==> src/rtl/writeback_unit_if.sv <==
// Bus bundle for the writeback unit: decode issue, ALU and load result
// handshakes, the register-file write port, and scoreboard status.
interface writeback_unit_if #(
   parameter int XLEN = 32
);
   logic            issue_valid;
   logic [4:0]      issue_index;
   logic            alu_valid;
   logic [4:0]      alu_index;
   logic [XLEN-1:0] alu_value;
   logic            alu_ready;
   logic            mem_valid;
   logic [4:0]      mem_index;
   logic [XLEN-1:0] mem_value;
   logic            mem_ready;
   logic [4:0]      write_index;
   logic [XLEN-1:0] write_value;
   logic [31:0]     busy;
   logic            sb_error;

   // Driver side: decode and the execution units.
   modport master (
      output issue_valid, issue_index,
      output alu_valid, alu_index, alu_value,
      output mem_valid, mem_index, mem_value,
      input  alu_ready, mem_ready,
      input  write_index, write_value, busy, sb_error
   );

   // Writeback unit side.
   modport slave (
      input  issue_valid, issue_index,
      input  alu_valid, alu_index, alu_value,
      input  mem_valid, mem_index, mem_value,
      output alu_ready, mem_ready,
      output write_index, write_value, busy, sb_error
   );
endinterface

==> src/rtl/writeback_unit.sv <==
// Writeback unit: arbitrates load and ALU results onto the single registered
// register-file write port (load > queued ALU > direct ALU), buffers ALU
// results that lose arbitration, and keeps the 32-entry busy scoreboard.
module writeback_unit #(
   parameter int FIFO_DEPTH = 4,
   parameter int XLEN       = 32
) (
   input  logic              clk,
   input  logic              rst_n,
   writeback_unit_if.slave   wb
);
   localparam int AW = $clog2(FIFO_DEPTH);

   // ALU holding FIFO; pointers carry one extra bit to tell full from empty.
   logic [AW:0]      r_wr_ptr;
   logic [AW:0]      r_rd_ptr;
   logic [4:0]       r_fifo_idx [FIFO_DEPTH];
   logic [XLEN-1:0]  r_fifo_val [FIFO_DEPTH];

   logic [4:0]       r_write_index;
   logic [XLEN-1:0]  r_write_value;
   logic [31:0]      r_busy;
   logic             r_sb_error;

   logic             w_empty;
   logic             w_full;
   logic             w_alu_acc;
   logic             w_push;
   logic             w_pop;
   logic [4:0]       w_sel_index;
   logic [XLEN-1:0]  w_sel_value;
   logic [31:0]      w_set_mask;
   logic [31:0]      w_clr_mask;
   logic             w_issue_err;
   logic             w_mem_err;
   logic             w_alu_err;

   assign w_empty   = (r_wr_ptr == r_rd_ptr);
   assign w_full    = (r_wr_ptr[AW] != r_rd_ptr[AW]) &&
                      (r_wr_ptr[AW-1:0] == r_rd_ptr[AW-1:0]);
   // Readiness comes from registered FIFO state only, so a pop in the same
   // cycle does not open a slot until the next cycle.
   assign w_alu_acc = wb.alu_valid && !w_full;

   assign wb.alu_ready   = !w_full;
   assign wb.mem_ready   = 1'b1;
   assign wb.write_index = r_write_index;
   assign wb.write_value = r_write_value;
   assign wb.busy        = r_busy;
   assign wb.sb_error    = r_sb_error;

   // Pick the write source; an ALU result that is not taken directly is queued.
   always_comb begin
      w_sel_index = '0;
      w_sel_value = '0;
      w_pop       = 1'b0;
      w_push      = 1'b0;
      if (wb.mem_valid) begin
         w_sel_index = wb.mem_index;
         w_sel_value = wb.mem_value;
         w_push      = w_alu_acc;
      end else if (!w_empty) begin
         w_sel_index = r_fifo_idx[r_rd_ptr[AW-1:0]];
         w_sel_value = r_fifo_val[r_rd_ptr[AW-1:0]];
         w_pop       = 1'b1;
         w_push      = w_alu_acc;
      end else if (w_alu_acc) begin
         w_sel_index = wb.alu_index;
         w_sel_value = wb.alu_value;
      end
   end

   // Scoreboard masks and protocol checks; a result for a register issued in
   // the same cycle is legal even though its busy bit is not yet set.
   always_comb begin
      w_set_mask  = wb.issue_valid ? (32'd1 << wb.issue_index) : 32'd0;
      w_clr_mask  = 32'd1 << r_write_index;
      w_issue_err = wb.issue_valid && (wb.issue_index != 5'd0) &&
                    r_busy[wb.issue_index];
      w_mem_err   = wb.mem_valid && (wb.mem_index != 5'd0) &&
                    !r_busy[wb.mem_index] &&
                    !(wb.issue_valid && (wb.issue_index == wb.mem_index));
      w_alu_err   = w_alu_acc && (wb.alu_index != 5'd0) &&
                    !r_busy[wb.alu_index] &&
                    !(wb.issue_valid && (wb.issue_index == wb.alu_index));
   end

   // FIFO payload storage; contents are meaningless while the pointers say empty.
   always_ff @(posedge clk) begin
      if (w_push) begin
         r_fifo_idx[r_wr_ptr[AW-1:0]] <= wb.alu_index;
         r_fifo_val[r_wr_ptr[AW-1:0]] <= wb.alu_value;
      end
   end

   // Control state: pointers, write register, scoreboard and sticky error.
   always_ff @(posedge clk or negedge rst_n) begin
      if (!rst_n) begin
         r_wr_ptr      <= '0;
         r_rd_ptr      <= '0;
         r_write_index <= '0;
         r_write_value <= '0;
         r_busy        <= '0;
         r_sb_error    <= 1'b0;
      end else begin
         if (w_push) r_wr_ptr <= r_wr_ptr + 1'b1;
         if (w_pop)  r_rd_ptr <= r_rd_ptr + 1'b1;
         r_write_index <= w_sel_index;
         r_write_value <= w_sel_value;
         // A new issue wins over the clear of the register being written now.
         r_busy        <= ((r_busy & ~w_clr_mask) | w_set_mask) & ~32'd1;
         if (w_issue_err || w_mem_err || w_alu_err) r_sb_error <= 1'b1;
      end
   end
endmodule

==> src/flat_wrapper.sv <==
// flat-port wrapper written by rule: the top's interface ports become plain ports
module writeback_unit_flat 
#(
   parameter int FIFO_DEPTH = 4,
   parameter int XLEN       = 32
)
  (clk, rst_n, wb_issue_valid, wb_issue_index, wb_alu_valid, wb_alu_index, wb_alu_value, wb_mem_valid, wb_mem_index, wb_mem_value, wb_alu_ready, wb_mem_ready, wb_write_index, wb_write_value, wb_busy, wb_sb_error);
  writeback_unit_if #(.XLEN(XLEN)) wb_i ();
  input  logic clk;
  input  logic rst_n;
  input wire logic [$bits(wb_i.issue_valid)-1:0] wb_issue_valid;
  input wire logic [$bits(wb_i.issue_index)-1:0] wb_issue_index;
  input wire logic [$bits(wb_i.alu_valid)-1:0] wb_alu_valid;
  input wire logic [$bits(wb_i.alu_index)-1:0] wb_alu_index;
  input wire logic [$bits(wb_i.alu_value)-1:0] wb_alu_value;
  input wire logic [$bits(wb_i.mem_valid)-1:0] wb_mem_valid;
  input wire logic [$bits(wb_i.mem_index)-1:0] wb_mem_index;
  input wire logic [$bits(wb_i.mem_value)-1:0] wb_mem_value;
  output wire logic [$bits(wb_i.alu_ready)-1:0] wb_alu_ready;
  output wire logic [$bits(wb_i.mem_ready)-1:0] wb_mem_ready;
  output wire logic [$bits(wb_i.write_index)-1:0] wb_write_index;
  output wire logic [$bits(wb_i.write_value)-1:0] wb_write_value;
  output wire logic [$bits(wb_i.busy)-1:0] wb_busy;
  output wire logic [$bits(wb_i.sb_error)-1:0] wb_sb_error;
  assign wb_i.issue_valid = wb_issue_valid;
  assign wb_i.issue_index = wb_issue_index;
  assign wb_i.alu_valid = wb_alu_valid;
  assign wb_i.alu_index = wb_alu_index;
  assign wb_i.alu_value = wb_alu_value;
  assign wb_i.mem_valid = wb_mem_valid;
  assign wb_i.mem_index = wb_mem_index;
  assign wb_i.mem_value = wb_mem_value;
  assign wb_alu_ready = wb_i.alu_ready;
  assign wb_mem_ready = wb_i.mem_ready;
  assign wb_write_index = wb_i.write_index;
  assign wb_write_value = wb_i.write_value;
  assign wb_busy = wb_i.busy;
  assign wb_sb_error = wb_i.sb_error;
  writeback_unit #(.FIFO_DEPTH(FIFO_DEPTH), .XLEN(XLEN)) u_core (.clk(clk), .rst_n(rst_n), .wb(wb_i));
endmodule
==> config.mk <==
export PLATFORM = sky130hd
export DESIGN_NAME = writeback_unit_flat
export DESIGN_NICKNAME = d
export VERILOG_FILES = /design/src/rtl/writeback_unit_if.sv /design/src/rtl/writeback_unit.sv /design/src/flat_wrapper.sv
export SDC_FILE = /design/constraint.sdc
export NUM_CORES = 1
export LEC_CHECK = 0
export BUFFER_PORTS_ARGS = -buffer_cell sky130_fd_sc_hd__buf_4
export CORE_ASPECT_RATIO = 0.5
export CORE_MARGIN = 5
export CORE_UTILIZATION = 55
export CTS_CLUSTER_SIZE = 20
export DETAILED_ROUTE_END_ITERATION = 12
export PLACE_DENSITY = 0.82
export SYNTH_ARGS = -nofsm -noshare
export SYNTH_HDL_FRONTEND = slang
export SYNTH_SLANG_ARGS = --single-unit
==> constraint.sdc <==
create_clock -name clk -period 3.3 [get_ports clk]
set_clock_uncertainty 0.15 [all_clocks]
set_input_delay 0.33 -clock clk [delete_from_list [all_inputs] [get_ports clk]]
set_output_delay 0.33 -clock clk [all_outputs]
set_load 0.1 [all_outputs]
==> impl_results.md <==
* Most frequent cell after synthesis: edfxtp_1
* CTS tree: done
* Worst-Skew Late Latency at 0.50 ns
* Core ar. at 17440 um2
* Largest cells by area after synthesis: edfxtp_1, dfrtp_1, mux4_2, o21ai_0, and3_1
* Initial drt markers at 694
* Worst path top cell family by delay: compound AO/OA/AOI/OAI gates
* M1 WL at 9973 um
* Non-Filler Instances at 1123
* Placed insts at 1015
* Setup TNS at 0 ns
* # Max-Cap Violations at 0
* GP Congestion at 0.9616
* Worst Hold Class: in2reg
* Mapped Cells at 664
* I/O Pins at 156
* Clock slew at reported path FFs at 0.07 ns
* Post-synth top cells: edfxtp_1, o21ai_0, dfrtp_1, nand2_1, mux4_2
* Post-DP HPWL at 15110 um
* GRT Overall Usage at 25.66%
* Highest layer used for signal routing: met4
* Root Driver: clkbuf_16
* Antenna violations before repair at 2
* Share of cells above drive strength 1 at 29.88%
* Flop pwr share at 32.9%
* Synth Register Bits at 223
* Critical Path Source Type: register
* CP required at 3.35 ns
* Largest net degree at the start of global routing at 77
* Die span in x at 199.0 um
* Layout area overhead at 27.43%
* Antenna viol nets, final at 0
* Sw Pwr at 6.582 mW
* Sink Count at 223
* DR vias at 6978
* Final hold vios at 0
* Part of the power in combinational logic at 50.1%
* Syn avg cell area at 14.79 um2
* Fill cells at 1127
* PortBufs at 153
* Die Ht at 104.5 um
* Critical-path top delay cell: dfrtp_1
* Cell taking the most area after synthesis: edfxtp_1
* Placed Area at 11160 um2
* # DRC at 0
* Vias in the first global route at 7278
* Wire per inst at 23.58 um
* Power density cells at 1098 nW/um2
* Least-Margin Pin Slew at 1.072 ns
* Total Power at 13.74 mW
* RSZ-0062 raised after global routing: no
* H-Tree Depth at 1
* Synth top area share at 45.26%
* Die Area at 20790 um2
* Synth warn at 0
* Crit path cell chain: xor2_1, o31ai_1, a21oi_2, and2_2, buf_12
* Tcrit/Tclk final at 72.93%
* Cell variety after synth at 55
* Rows at 34
* Critical path fanouts, max at 27
* Final instance area at 12510 um2
* Relative slew slack at 28.56%
* Num CTS Buffers at 20
* Starting Density at 56.30%
* FMAX at 415.5 MHz
* DRT Pass-1 Iters at 4
* Number of synthesized flops with an enable pin at 148
* Status: finished clean
* Leakage at 4.876 nW
* Crit Path Category: reg2reg
* Nets@finish at 962
* Crit path DAT at 2.45 ns
* Via/cell ratio at 6.214
* Metal3 WL at 2300 um
* Crit end category: register
* FFs w/ async S/R, synth at 33.63%
* Crit path buffers/inverters at 1
* Sw Ratio at 47.91%
* Final Slew Violations at 0
* Mapped Area at 9819 um2
* Met2 routed WL at 13290 um
* First-pass GRT wire length at 41260 um
* Internal Dissipation at 7.157 mW
* Clock power share at 17.0%
* Final setup fails at 0
* Syn nets at 753
* Max VDD drop at 1.774 mV
* Minimum clock period at 2.407 ns
* Sequential cell area fraction in the yosys report at 64.37%
* Max Root-Sink Buffers at 3
* Routed WL at 26480 um
* Hold Slack at 0.04776 ns
* Top FF cell, synth: edfxtp_1
* Congestion Overflow GR at 0
* CP peak stage delay at 0.43 ns
logic make-up (layout without fill, tap and decap cells):
group	count (synthesis)	count (layout)	synth area share, %
xor gates and xnor gates	18	18	1.605
and+or+nand+nor	137	137	7.378
AOI/OAI and AO/OA	162	162	8.920
DFF	223	223	64.37
muxes	68	68	14.50
buffers and inverters	49	272	2.510
other	2	4	0.07648
adders and majority gates	5	5	0.6371
cells in the final DEF, fill, tap and decap left out, types with 6 or more instances in the layout:
| master | netlist | routed |
|---|---|---|
| clkbuf_16 | 0 | 20 |
| nand2_1 | 50 | 49 |
| nand3_1 | 7 | 7 |
| nand2b_1 | 7 | 7 |
| buf_4 | 5 | 157 |
| dlygate4sd3_1 | 0 | 70 |
| dfrtp_1 | 75 | 73 |
| clkinv_2 | 0 | 6 |
| nor2_1 | 8 | 8 |
| mux4_1 | 8 | 8 |
| o21ai_1 | 8 | 8 |
| xor2_1 | 13 | 13 |
| and3_1 | 36 | 36 |
| a21oi_1 | 37 | 37 |
| edfxtp_1 | 148 | 148 |
| mux4_2 | 48 | 48 |
| mux2_2 | 6 | 6 |
| o21ai_0 | 95 | 95 |
final cells by class:
type | count | area (um2) | area share [%]
repair buffers | 231 | 1959 | 15.66
flip-flops and latches | 223 | 6324 | 50.53
multi-input cells | 392 | 3266 | 26.10
clock buffers | 23 | 521.8 | 4.170
diodes | 2 | 5.005 | 0.04000
clock inverters | 13 | 126.4 | 1.010
inverters | 5 | 18.77 | 0.1500
well taps | 234 | 292.8 | 2.340
path summary, 6_finish.rpt:
kind | start | end | slack, ns | cells past startpoint
max | u_core.r_wr_ptr[0]$_DFFE_PN0P_ | u_core.r_fifo_val[3][10]$_DFFE_PP_ | 0.89 | 5
min | wb_alu_index[1] | u_core.r_fifo_idx[0][1]$_DFFE_PP_ | 0.05 | 1
max reg2reg | u_core.r_wr_ptr[0]$_DFFE_PN0P_ | u_core.r_fifo_val[3][10]$_DFFE_PP_ | 0.89 | 5
min reg2reg | u_core.r_wr_ptr[2]$_DFFE_PN0P_ | u_core.r_wr_ptr[2]$_DFFE_PN0P_ | 0.38 | 1
max in group asynchronous | rst_n | u_core.r_rd_ptr[0]$_DFFE_PN0P_ | 1.83 | 2
min in group asynchronous | rst_n | u_core.wb.write_value[8]$_DFF_PN0_ | 0.41 | 2
worst reg2reg max path, stage by stage, from the launching register on:
cell and delay (ns):
dfrtp_1 0.43, xor2_1 0.37, o31ai_1 0.18, a21oi_2 0.28, and2_2 0.43, buf_12 0.25
per-stage QoR:
stage | util, % | setup WS, ns
after floorplan | - | 0.7838
after global placement | 63.98 | 1.035
after detailed placement | 63.98 | 0.8861
after CTS | 71.71 | 0.8630
after global routing | 71.74 | 0.7456
final | 71.74 | 0.8933
power groups by stage:
stage / Clock, mW / Combinational [mW] / Sequential (mW)
after floorplan: 0 / 2.32 / 7.21
after global placement: 0 / 6.67 / 4.46
after detailed placement: 0 / 6.76 / 4.51
after CTS: 2.35 / 6.86 / 4.48
after global routing: 2.49 / 7.18 / 4.60
final: 2.33 / 6.88 / 4.53
timing repair:
action / CTS / global route
gates resized for setup: 0 / 0
hold buffers: 70 / 0
endpoints found under the hold margin: 249 / 0
setup buffers: 0 / 0
routing by layer:
| layer | vias to the layer above | GRT usage [%] |
|---|---|---|
| li1 | 2984 | - |
| met1 | 3493 | 35.38 |
| met2 | 422 | 42.24 |
| met3 | 79 | 4.304 |
| met4 | 0 | 8.244 |
| met5 | - | 0 |
state kept, by name, indices dropped and copies added, names as in the netlist:
register,count
u_core.r_wr_ptr,3
u_core.r_rd_ptr,3
u_core.wb.write_value,32
u_core.wb.busy,31
u_core.r_fifo_idx,20
u_core.wb.sb_error,1
u_core.wb.write_index,5
u_core.r_fifo_val,128
(Power assumes the default switching activity.)
